==> src/rtl/reg_debug_port.sv <==
// Debug port that halts the CPU and reads or writes its register file on command.
// Optional macro REG_DUMP_EN adds op 10: a full 32-register dump.
`ifndef DATA_WIDTH
`define DATA_WIDTH 32
`endif

module reg_debug_port #(
  parameter int HALT_TIMEOUT = 255
) (
  input  logic                   CLK,
  input  logic                   RST_N,
  input  logic                   cmd_valid,
  output logic                   cmd_ready,
  input  logic [1:0]             cmd_op,
  input  logic [4:0]             cmd_addr,
  input  logic [`DATA_WIDTH-1:0] cmd_wdata,
  output logic                   rsp_valid,
  input  logic                   rsp_ready,
  output logic [`DATA_WIDTH-1:0] rsp_data,
  output logic [4:0]             rsp_addr,
  output logic                   rsp_last,
  output logic                   rsp_err,
  output logic                   halt_req,
  input  logic                   halt_ack,
  output logic [4:0]             rf_raddr,
  input  logic [`DATA_WIDTH-1:0] rf_rdata,
  output logic [4:0]             rf_waddr,
  output logic [`DATA_WIDTH-1:0] rf_wdata,
  output logic                   rf_wen,
  output logic [1:0]             dbg_state
);
  localparam int DW = `DATA_WIDTH;
  localparam int TW = (HALT_TIMEOUT < 2) ? 1 : $clog2(HALT_TIMEOUT + 1);
  localparam logic [1:0] OP_RD = 2'b00;
  localparam logic [1:0] OP_WR = 2'b01;
`ifdef REG_DUMP_EN
  localparam logic [1:0] OP_DUMP = 2'b10;
`endif

  typedef enum logic [1:0] {IDLE, REQ, EXEC, RESP} state_t;
  state_t          state;
  logic [1:0]      op;
  logic [4:0]      addr;
  logic [DW-1:0]   wdata;
  logic [TW-1:0]   tcnt;
  logic            ack_seen;
  logic            wen_q;
  logic            op_supported;

  always_comb begin
    op_supported = (cmd_op == OP_RD) || (cmd_op == OP_WR);
`ifdef REG_DUMP_EN
    if (cmd_op == OP_DUMP) op_supported = 1'b1;
`endif
  end

  assign cmd_ready = (state == IDLE);
  assign dbg_state = state;
  // The write strobe is also gated by the live halt_ack so a CPU that resumes never sees a write.
  assign rf_wen = wen_q && halt_ack && (state == EXEC);

  always_ff @(posedge CLK) begin
    if (!RST_N) begin
      state     <= IDLE;
      op        <= OP_RD;
      addr      <= '0;
      wdata     <= '0;
      tcnt      <= '0;
      ack_seen  <= 1'b0;
      wen_q     <= 1'b0;
      rsp_valid <= 1'b0;
      rsp_data  <= '0;
      rsp_addr  <= '0;
      rsp_last  <= 1'b0;
      rsp_err   <= 1'b0;
      halt_req  <= 1'b0;
      rf_raddr  <= '0;
      rf_waddr  <= '0;
      rf_wdata  <= '0;
    end else begin
      case (state)
        IDLE: if (cmd_valid) begin
          op       <= cmd_op;
          wdata    <= cmd_wdata;
          addr     <= cmd_addr;
          tcnt     <= '0;
          ack_seen <= 1'b0;
          if (op_supported) begin
            state    <= REQ;
            halt_req <= 1'b1;
`ifdef REG_DUMP_EN
            if (cmd_op == OP_DUMP) addr <= '0;
`endif
          end else begin
            state     <= RESP;
            rsp_valid <= 1'b1;
            rsp_data  <= '0;
            rsp_addr  <= cmd_addr;
            rsp_err   <= 1'b1;
            rsp_last  <= 1'b1;
          end
        end
        REQ: begin
          if (halt_ack) begin
            // halt_ack must be seen on one edge before EXEC is entered on the next.
            if (ack_seen) begin
              state    <= EXEC;
              rf_raddr <= addr;
              rf_waddr <= addr;
              rf_wdata <= wdata;
              wen_q    <= (op == OP_WR) && (addr != 5'd0);
            end else begin
              ack_seen <= 1'b1;
            end
          end else begin
            ack_seen <= 1'b0;
            if (tcnt == TW'(HALT_TIMEOUT - 1)) begin
              state     <= RESP;
              rsp_valid <= 1'b1;
              rsp_data  <= '0;
              rsp_addr  <= addr;
              rsp_err   <= 1'b1;
              rsp_last  <= 1'b1;
            end else begin
              tcnt <= tcnt + TW'(1);
            end
          end
        end
        EXEC: begin
          wen_q     <= 1'b0;
          state     <= RESP;
          rsp_valid <= 1'b1;
          rsp_addr  <= addr;
          rsp_last  <= 1'b1;
          if (op == OP_WR) begin
            rsp_data <= wdata;
            rsp_err  <= (addr == 5'd0);
          end else begin
            rsp_data <= rf_rdata;
            rsp_err  <= 1'b0;
`ifdef REG_DUMP_EN
            if (op == OP_DUMP) rsp_last <= (addr == 5'd31);
`endif
          end
        end
        RESP: if (rsp_ready) begin
          rsp_valid <= 1'b0;
          if (rsp_last) begin
            state    <= IDLE;
            halt_req <= 1'b0;
          end
`ifdef REG_DUMP_EN
          else begin
            // Mid-dump: keep the CPU halted; re-request only if it slipped out of halt.
            addr <= addr + 5'd1;
            if (halt_ack) begin
              state    <= EXEC;
              rf_raddr <= addr + 5'd1;
            end else begin
              state    <= REQ;
              tcnt     <= '0;
              ack_seen <= 1'b0;
            end
          end
`endif
        end
        default: state <= IDLE;
      endcase
    end
  end
endmodule

==> config.mk <==
export PLATFORM = sky130hd
export DESIGN_NAME = reg_debug_port
export DESIGN_NICKNAME = d
export VERILOG_FILES = /design/src/rtl/reg_debug_port.sv
export SDC_FILE = /design/constraint.sdc
export NUM_CORES = 1
export LEC_CHECK = 0
export ABC_AREA = 1
export BUFFER_PORTS_ARGS = -buffer_cell sky130_fd_sc_hd__buf_2
export CAP_MARGIN = 20
export CORE_ASPECT_RATIO = 1.2
export CORE_MARGIN = 4
export CORE_UTILIZATION = 51
export DETAILED_ROUTE_END_ITERATION = 7
export HOLD_SLACK_MARGIN = 0.1
export PLACE_DENSITY = 0.83
export SLEW_MARGIN = 40
export SYNTH_ARGS = -nofsm -noshare
export SYNTH_HDL_FRONTEND = slang
export SYNTH_SLANG_ARGS = --single-unit
==> constraint.sdc <==
create_clock -name CLK -period 4.8 [get_ports CLK]
set_input_delay 0.24 -clock CLK [delete_from_list [all_inputs] [get_ports CLK]]
set_output_delay 0.24 -clock CLK [all_outputs]
set_load 0.01 [all_outputs]
Yosys cells after proc, flatten, opt, wreduce, memory -nomap -nowiden
Cells that the tools add are included.

operators by class
  add/sub/neg operators = 1
  multipliers = 0
  divide/modulo/power cells = 0
  $lt $le $gt $ge = 0
  equal/unequal tests = 18
  shift operators = 0
  mux-type cells = 43
  bitwise operators = 0
  reductions and logical operators = 21

operator list
  cell                 number
  $mux 32              5
  $pmux 32 s3          1
  $mux 8               3
  $mux 5               4
  $reduce_and 5->1     4
  $ne 2x2->1 const B   9
  $pmux 8 s2           1
  $pmux 5 s3           1
  $mux 1               14
  $mux 2               7
  $add 8x1->8 const B  1
  $eq 8x8->1 const B   1
  $pmux 2 s4           1
  $eq 2x1->1 const B   3
  $ne 3x3->1 const B   2
  $pmux 1 s2           3
  $pmux 1 s3           2
  $reduce_and 3->1     2
  $reduce_bool 2->1    3
  $logic_not 5->1      1
  $reduce_bool 5->1    1
  $eq 2x2->1 const B   2
  $logic_not 2->1      2
  $pmux 1 s4           1
  other kinds (6)      9

storage, ports and cells
  register bits = 129
  latch bits = 0
  RAM bits = 0
  ROM bits = 0
  input bits = 76
  word-level logic and storage cells = 98
  memories = 0

Longest topological paths before layout
Gate-level depths: netlist of run 1.

  word-level depth = 5
  depth in mapped cells = 11

Worst setup path before layout of run 1
No wires, ideal clock.

  path type = register to register
  from = reg state[0] (netlist: dbg_state[0])
  to = reg rsp_addr[0]
  library setup time = 110 ps
  arrival time = 1604 ps
  data required time = 4690 ps
  setup slack = 3086 ps
  stages on the path, launching flop included = 11
  path buffers = 2
  clock period less this slack = 1714 ps
  path through = dfxtp_1 > inv_1 > ha_1 > nand2_1 > nand2_2 > nor2_4 > buf_6 > buf_6 > nand4_1 > nand2_1 > nor2_1

on the way
  longest elaborated chain between the ends = 3

ends and longest elaborated chain
  item                                                                     RTL line  source
  start: declaration                                                       41        state_t state;
  start signal: assignment                                                 64        state <= IDLE;
  start signal: assignment                                                 89        state <= REQ;
  start signal: assignment                                                 95        state <= RESP;
  $logic_not 2->1 (*)                                                      -
  via cmd_ready                                                            13        output logic cmd_ready,
  $ne 2x2->1 (no source line) / $reduce_bool 3->1 (equally long branches)  -
  $reduce_and 5->1 (no source line)                                        -
  end signal: assignment                                                   98        rsp_addr <= cmd_addr;
  end signal: assignment                                                   121       rsp_addr <= addr;
  end signal: assignment                                                   133       rsp_addr <= addr;
  end: declaration                                                         20        output logic [4:0] rsp_addr,

The timed path passes the listed nets; every way through them passes the cells marked *.
A chain may end at the register's enable or synchronous reset.

Worst setup path after layout of run 1
  from = reg state[0] (netlist: dbg_state[0])
  to = reg rsp_err

on the way
  longest elaborated chain between the ends = 3

ends and longest elaborated chain
  item                                                                     RTL line  source
  $eq 2x1->1, or another cell as far along                                 81        case (state)
  $ne 2x2->1 (no source line) / $reduce_bool 3->1 (equally long branches)  -
  $reduce_and 5->1 (no source line)                                        -
  end signal: assignment                                                   137       rsp_err <= (addr == 5'd0);
  end: declaration                                                         22        output logic rsp_err,

Parallel ways exist; a longest one is shown, timed or not.

==> impl_metrics.yaml, run 1 <==
cells_and_area:
  area_growth_pct: 22.7
  antenna_cells: 0
  nets: 1084
  nFillCells: 1090
  regArea_um2: 2580
  fin_util_pct: 64.1
  multi_input_area_um2: 2520
  drive_gt1_share_pct: 21.2
clock_tree:
  post_cts_buffers: 0
  clkSinkCount: 129
  h-tree-depth: 4
  cts.clk_slew.worst_paths_ns: 0.06
  cts_resized: 0
  clockBufferDepth: 2
  cts_root_buf: "clkbuf_16"
  tritoncts: "built"
  clock_latency_ns: 0.40
  postCtsHoldBufs: 0
  cts_made_buffers: 17
synthesis:
  ys_top_cells_by_area: "dfxtp_1, inv_1, nand2_1"
  synth_top_area_cell: "dfxtp_1"
  synth_flop_cell: "dfxtp_1"
  ys_seq_area_share_pct: 42.5
  yosysTopAreaCellShare_pct: 42.5
  ys_warn_count: 0
  synth-edff-count: 0
  async_reset_ff_share_pct: 0
  syn_area_um2: 6080
  yosysUniqueCellTypes: 31
  ys_ff_latch: 129
  netlist_top_cells_count: "inv_1, nand2_1, dfxtp_1"
  yosysMostFrequentCell: "inv_1"
  syn_nets: 961
  synthCells: 879
  synth_area_per_cell_um2: 6.91
worst_setup_path:
  cp_max_fo: 40
  crit_arrival_ns: 2.97
  required_ns: 5.10
  critical_path_class: "register to register"
  worstSetupStartpointType: "register"
  endpoint_kind: "register"
sta:
  finalHoldViolCount: 0
  worstMarginPinSlew_ns: 0.804
  clock_skew_ns: 0.00849
  setup_tns_ns: 0
  finalMaxSlewViolations: 0
  setup-violations-final: 0
  max_slew_margin_pct: 46.3
  post-route-period-util_pct: 55.6
  fmax_ghz: 0.374
  whs_ns: 0.118
  rsz0062_at_grt: "no"
  min_period_ns: 2.67
routing:
  final_antenna_net_count: 0
  first_pass_iters: 6
  routed_wl_mm: 16.8
  drt-initial-drc-count: 412
  wl_per_cell_um: 14.3
  vias: 5977
  drc_errors: 0
  viasPerCell: 5.10
floorplanning:
  core_um2: 11600
  die_w_um: 108
  start_util_pct: 52.3
  placementRows: 43
  dieArea_um2: 13700
  io_pins: 163
  die_y_um: 128
global_routing:
  grt_remaining_overflow: 0
  antenna_found_initial: 2
  grt.total_usage_pct: 24.1
  grt_pass1_wl_mm: 26.4
  grt_max_degree: 116
  grt_pass1_vias: 5421
placed_design:
  gp_congestion: 0.871
  port_buffers: 162
  dp_hpwl_mm: 11.2
power_and_ir_drop:
  finalPower_mw: 4.76
  ir_drop_mv: 0.365
  p_leak_nw: 3.74
  powerDensity_nw_per_um2: 639
status:
  outcome: "finished, final reports clean"
worst_hold_path:
  hold_path_class: "input port to register"
job:
  drv_cap: 0
layer usage:
| layer | track usage, % | share of wire [%] | up-vias |
|---|---|---|---|
| met5 | 0 | 0.13 | - |
| met4 | 8.10 | 2.1 | 4 |
| met1 | 29.3 | 40 | 2702 |
| met2 | 41.0 | 50 | 221 |
| met3 | 6.72 | 7.8 | 28 |
| li1 | - | - | 3022 |
per-stage QoR:
stage          std cells  area [µm²]  worst slack (ns)
2_1_floorplan        879        6080              3.09
3_3_place_gp        1139        6780              2.01
3_5_place_dp        1140        6810              2.22
4_1_cts             1172        7450              2.18
5_1_grt             1172        7450              1.96
6_report            1172        7450              2.13
cell families after synthesis:
| group | after synthesis | synth area share [%] |
|---|---|---|
| adder cells (fa/ha/maj) | 6 | 1.24 |
| XOR/XNOR | 1 | 0.144 |
| AO/OA/AOI/OAI | 173 | 14.6 |
| AND/OR/NAND/NOR | 340 | 25.3 |
| buffers and inverters | 230 | 16.2 |
| flip-flops | 129 | 42.5 |
worst max-delay path, stage by stage (launching register included):
cell and delay (ns):
dfxtp_1 0.44, inv_1 0.10, ha_1 0.33, nand2_1 0.20, nand2_2 0.11, nor2_4 0.44
buf_16 0.23, nand3_4 0.37, nor2_1 0.25, nor2_1 0.06
state kept, by name, indices dropped and copies added (netlist names):
name and flops:
addr 5, wdata 32, op 2, rsp_err 1, tcnt 8, rf_wdata 32
rsp_data 32, rsp_valid 1, rsp_addr 5, halt_req 1, rf_waddr 5, rsp_last 1
wen_q 1, ack_seen 1, dbg_state 2
cells in the final DEF, fill, tap and decap left out, types with 2 or more instances in the layout:
cell        netlist  layout
nand3_1          75      75
o21a_1            3       3
nor2_4            1       2
nor2_2            2       2
inv_1           162     162
a21oi_1          83      83
clkbuf_16         0      17
ha_1              6       6
a21boi_0          2       2
clkinv_2          0       4
nor2_1           66      65
clkinv_1          2       2
nand2_1         141     139
buf_2            19     162
bufinv_16         0       5
clkinvlp_4        0       5
nor3_1            3       3
dfxtp_1         129     129
nand4_1          43      43
o21ai_0          81      81
nand2_2           4       6
buf_4             8       6
power breakdown:
part	internal [mW]	switching, mW	total (mW)
clock	0.917	0.480	1.40
sequential	1.35	0.148	1.50
combinational	0.627	1.23	1.86
total	2.90	1.86	4.76
final cells by class:
cell class	count	share of cell area [%]
Clock inverter	15	2.90
Clock buffer	17	5.71
Multi-Input combinational cell	520	33.8
Sequential cell	129	34.7
Timing Repair Buffer	170	12.0
Tap cell	157	2.64
Inverter	164	8.26
worst paths after layout:
kind,from,end,slack (ns),depth (start not counted)
max,dbg_state[0],rsp_err,2.13,9
min,cmd_wdata[16],wdata[16],0.12,3
max reg2reg,dbg_state[0],rsp_err,2.13,9
min reg2reg,rsp_valid,rsp_valid,0.48,2
No activity file was read; power rests on OpenSTA's default activity.
==> run 2: changes to the inputs <==
- CORE_UTILIZATION: 51 -> 48
- PLACE_DENSITY: 0.83 -> 0.82
- clock period: 4.8 -> 2.3 ns (I/O delays scaled with it)
==> impl_metrics.yaml, run 2 (synthesis gave the netlist of run 1 again) <==
clock_tree:
  tritoncts: "built"
  cts_made_buffers: 17
  clock_latency_ns: 0.40
  clockBufferDepth: 2
  h-tree-depth: 4
  clkSinkCount: 129
  cts_root_buf: "clkbuf_16"
  cts.clk_slew.worst_paths_ns: 0.06
global_routing:
  grt_remaining_overflow: 0
  grt_pass1_wl_mm: 29.1
  grt.total_usage_pct: 24.3
  grt_max_degree: 116
  grt_pass1_vias: 5987
  antenna_found_initial: 1
power_and_ir_drop:
  powerDensity_nw_per_um2: 1250
  ir_drop_mv: 0.618
  p_leak_nw: 3.91
  finalPower_mw: 9.81
sta:
  post-route-period-util_pct: 92.3
  setup-violations-final: 0
  finalMaxSlewViolations: 0
  worstMarginPinSlew_ns: 0.528
  max_slew_margin_pct: 64.7
  finalHoldViolCount: 0
  clock_skew_ns: 0.00703
  setup_tns_ns: 0
  layout_setup_ws_ns: 0.177
  min_period_ns: 2.12
  rsz0062_at_grt: "yes"
  whs_ns: 0.138
  fmax_ghz: 0.471
cells_and_area:
  nets: 1129
  stdcell_area_um2: 7850
  fin_util_pct: 64.2
  top_regs: "rf_wdata (32), rsp_data (32), wdata (32)"
  layout_common_cells: "inv_1, buf_2, nand2_1, dfxtp_1, a21oi_1"
  fin_cells: 1218
  area_growth_pct: 29.2
  drive_gt1_share_pct: 20.4
  antenna_cells: 0
worst_hold_path:
  hold_start: "cmd_op[1]"
  hold_path_class: "input port to register"
floorplanning:
  die_y_um: 131
  core_um2: 12200
  io_pins: 163
  dieArea_um2: 14500
  die_w_um: 111
  placementRows: 44
  start_util_pct: 49.7
routing:
  vias: 6229
  first_pass_iters: 4
  drt-initial-drc-count: 419
  final_antenna_net_count: 0
  routed_wl_mm: 18.0
  wl_per_cell_um: 14.8
  viasPerCell: 5.11
  drc_errors: 0
worst_setup_path:
  crit_slowest_cell: "dfxtp_1"
  path_cells: "inv_1, ha_1, nand2_1, nand2_2, nor2_4, buf_4, nand4_1, nand2_1, nor2_1"
  critPathLaunch: "dbg_state[0]"
  crit_buf_inv: 2
  endpoint_kind: "register"
  cp_top_family: "simple AND/OR/NAND/NOR gates"
  slowest_delay_ns: 0.42
  cp_max_fo: 39
  critical_path_class: "register to register"
  crit_arrival_ns: 2.42
  crit_top_cell: "nand2_1"
  worstSetupStartpointType: "register"
  r2r-start: "dbg_state[0]"
  required_ns: 2.60
placed_design:
  preCtsSetupSlack_ns: 0.264
  port_buffers: 162
  gp_congestion: 0.825
  dp_hpwl_mm: 11.8
  placedCellCount: 1149
  place_area_um2: 6860
job:
  drv_cap: 0
status:
  outcome: "finished, final reports clean"
## run 2: layout make-up
cell class                 count  area, µm²
inverter                     164        616
multi-input combinational    520       2520
sequential                   129       2580
clock buffer                  19        443
fill                        1087       4370
tap                          161        201
timing repair buffer         215       1350
clock inverter                10        139
## run 2: report_power, final
group | total, mW | internal [mW] | switching [mW] | leakage, nW
Combinational | 3.97 | 1.38 | 2.59 | 2.58
Sequential | 3.15 | 2.82 | 0.329 | 1.06
Clock | 2.68 | 1.71 | 0.972 | 0.273
Total | 9.81 | 5.91 | 3.89 | 3.91
## run 2: path summary, 6_finish.rpt
check,end,slack [ns],cells past startpoint
max,rsp_data[13],0.18,9
min,halt_req,0.14,4
max reg2reg,rsp_data[13],0.18,9
min reg2reg,rsp_valid,0.48,2
## run 2: per-layer routing
layer | wire length, µm | global-route usage (%) | vias to the layer above
li1 | - | - | 3122
met1 | 7130 | 28.2 | 2801
met2 | 8840 | 42.2 | 262
met3 | 1330 | 6.03 | 42
met4 | 665 | 11.0 | 2
met5 | 13 | 0 | -
## run 2: repair_timing
action,in CTS,in global routing
hold buffers,40,0
buffers inserted,0,0
endpoints found under the hold margin,41,0
resized for setup,0,1
setup endpoints to repair,0,1
## run 2: worst min-delay path, delay by kind of cell
family	cells	cell delay (ns)
simple gates	2	0.13
buf+inv	1	0.12
compound gates	1	0.12
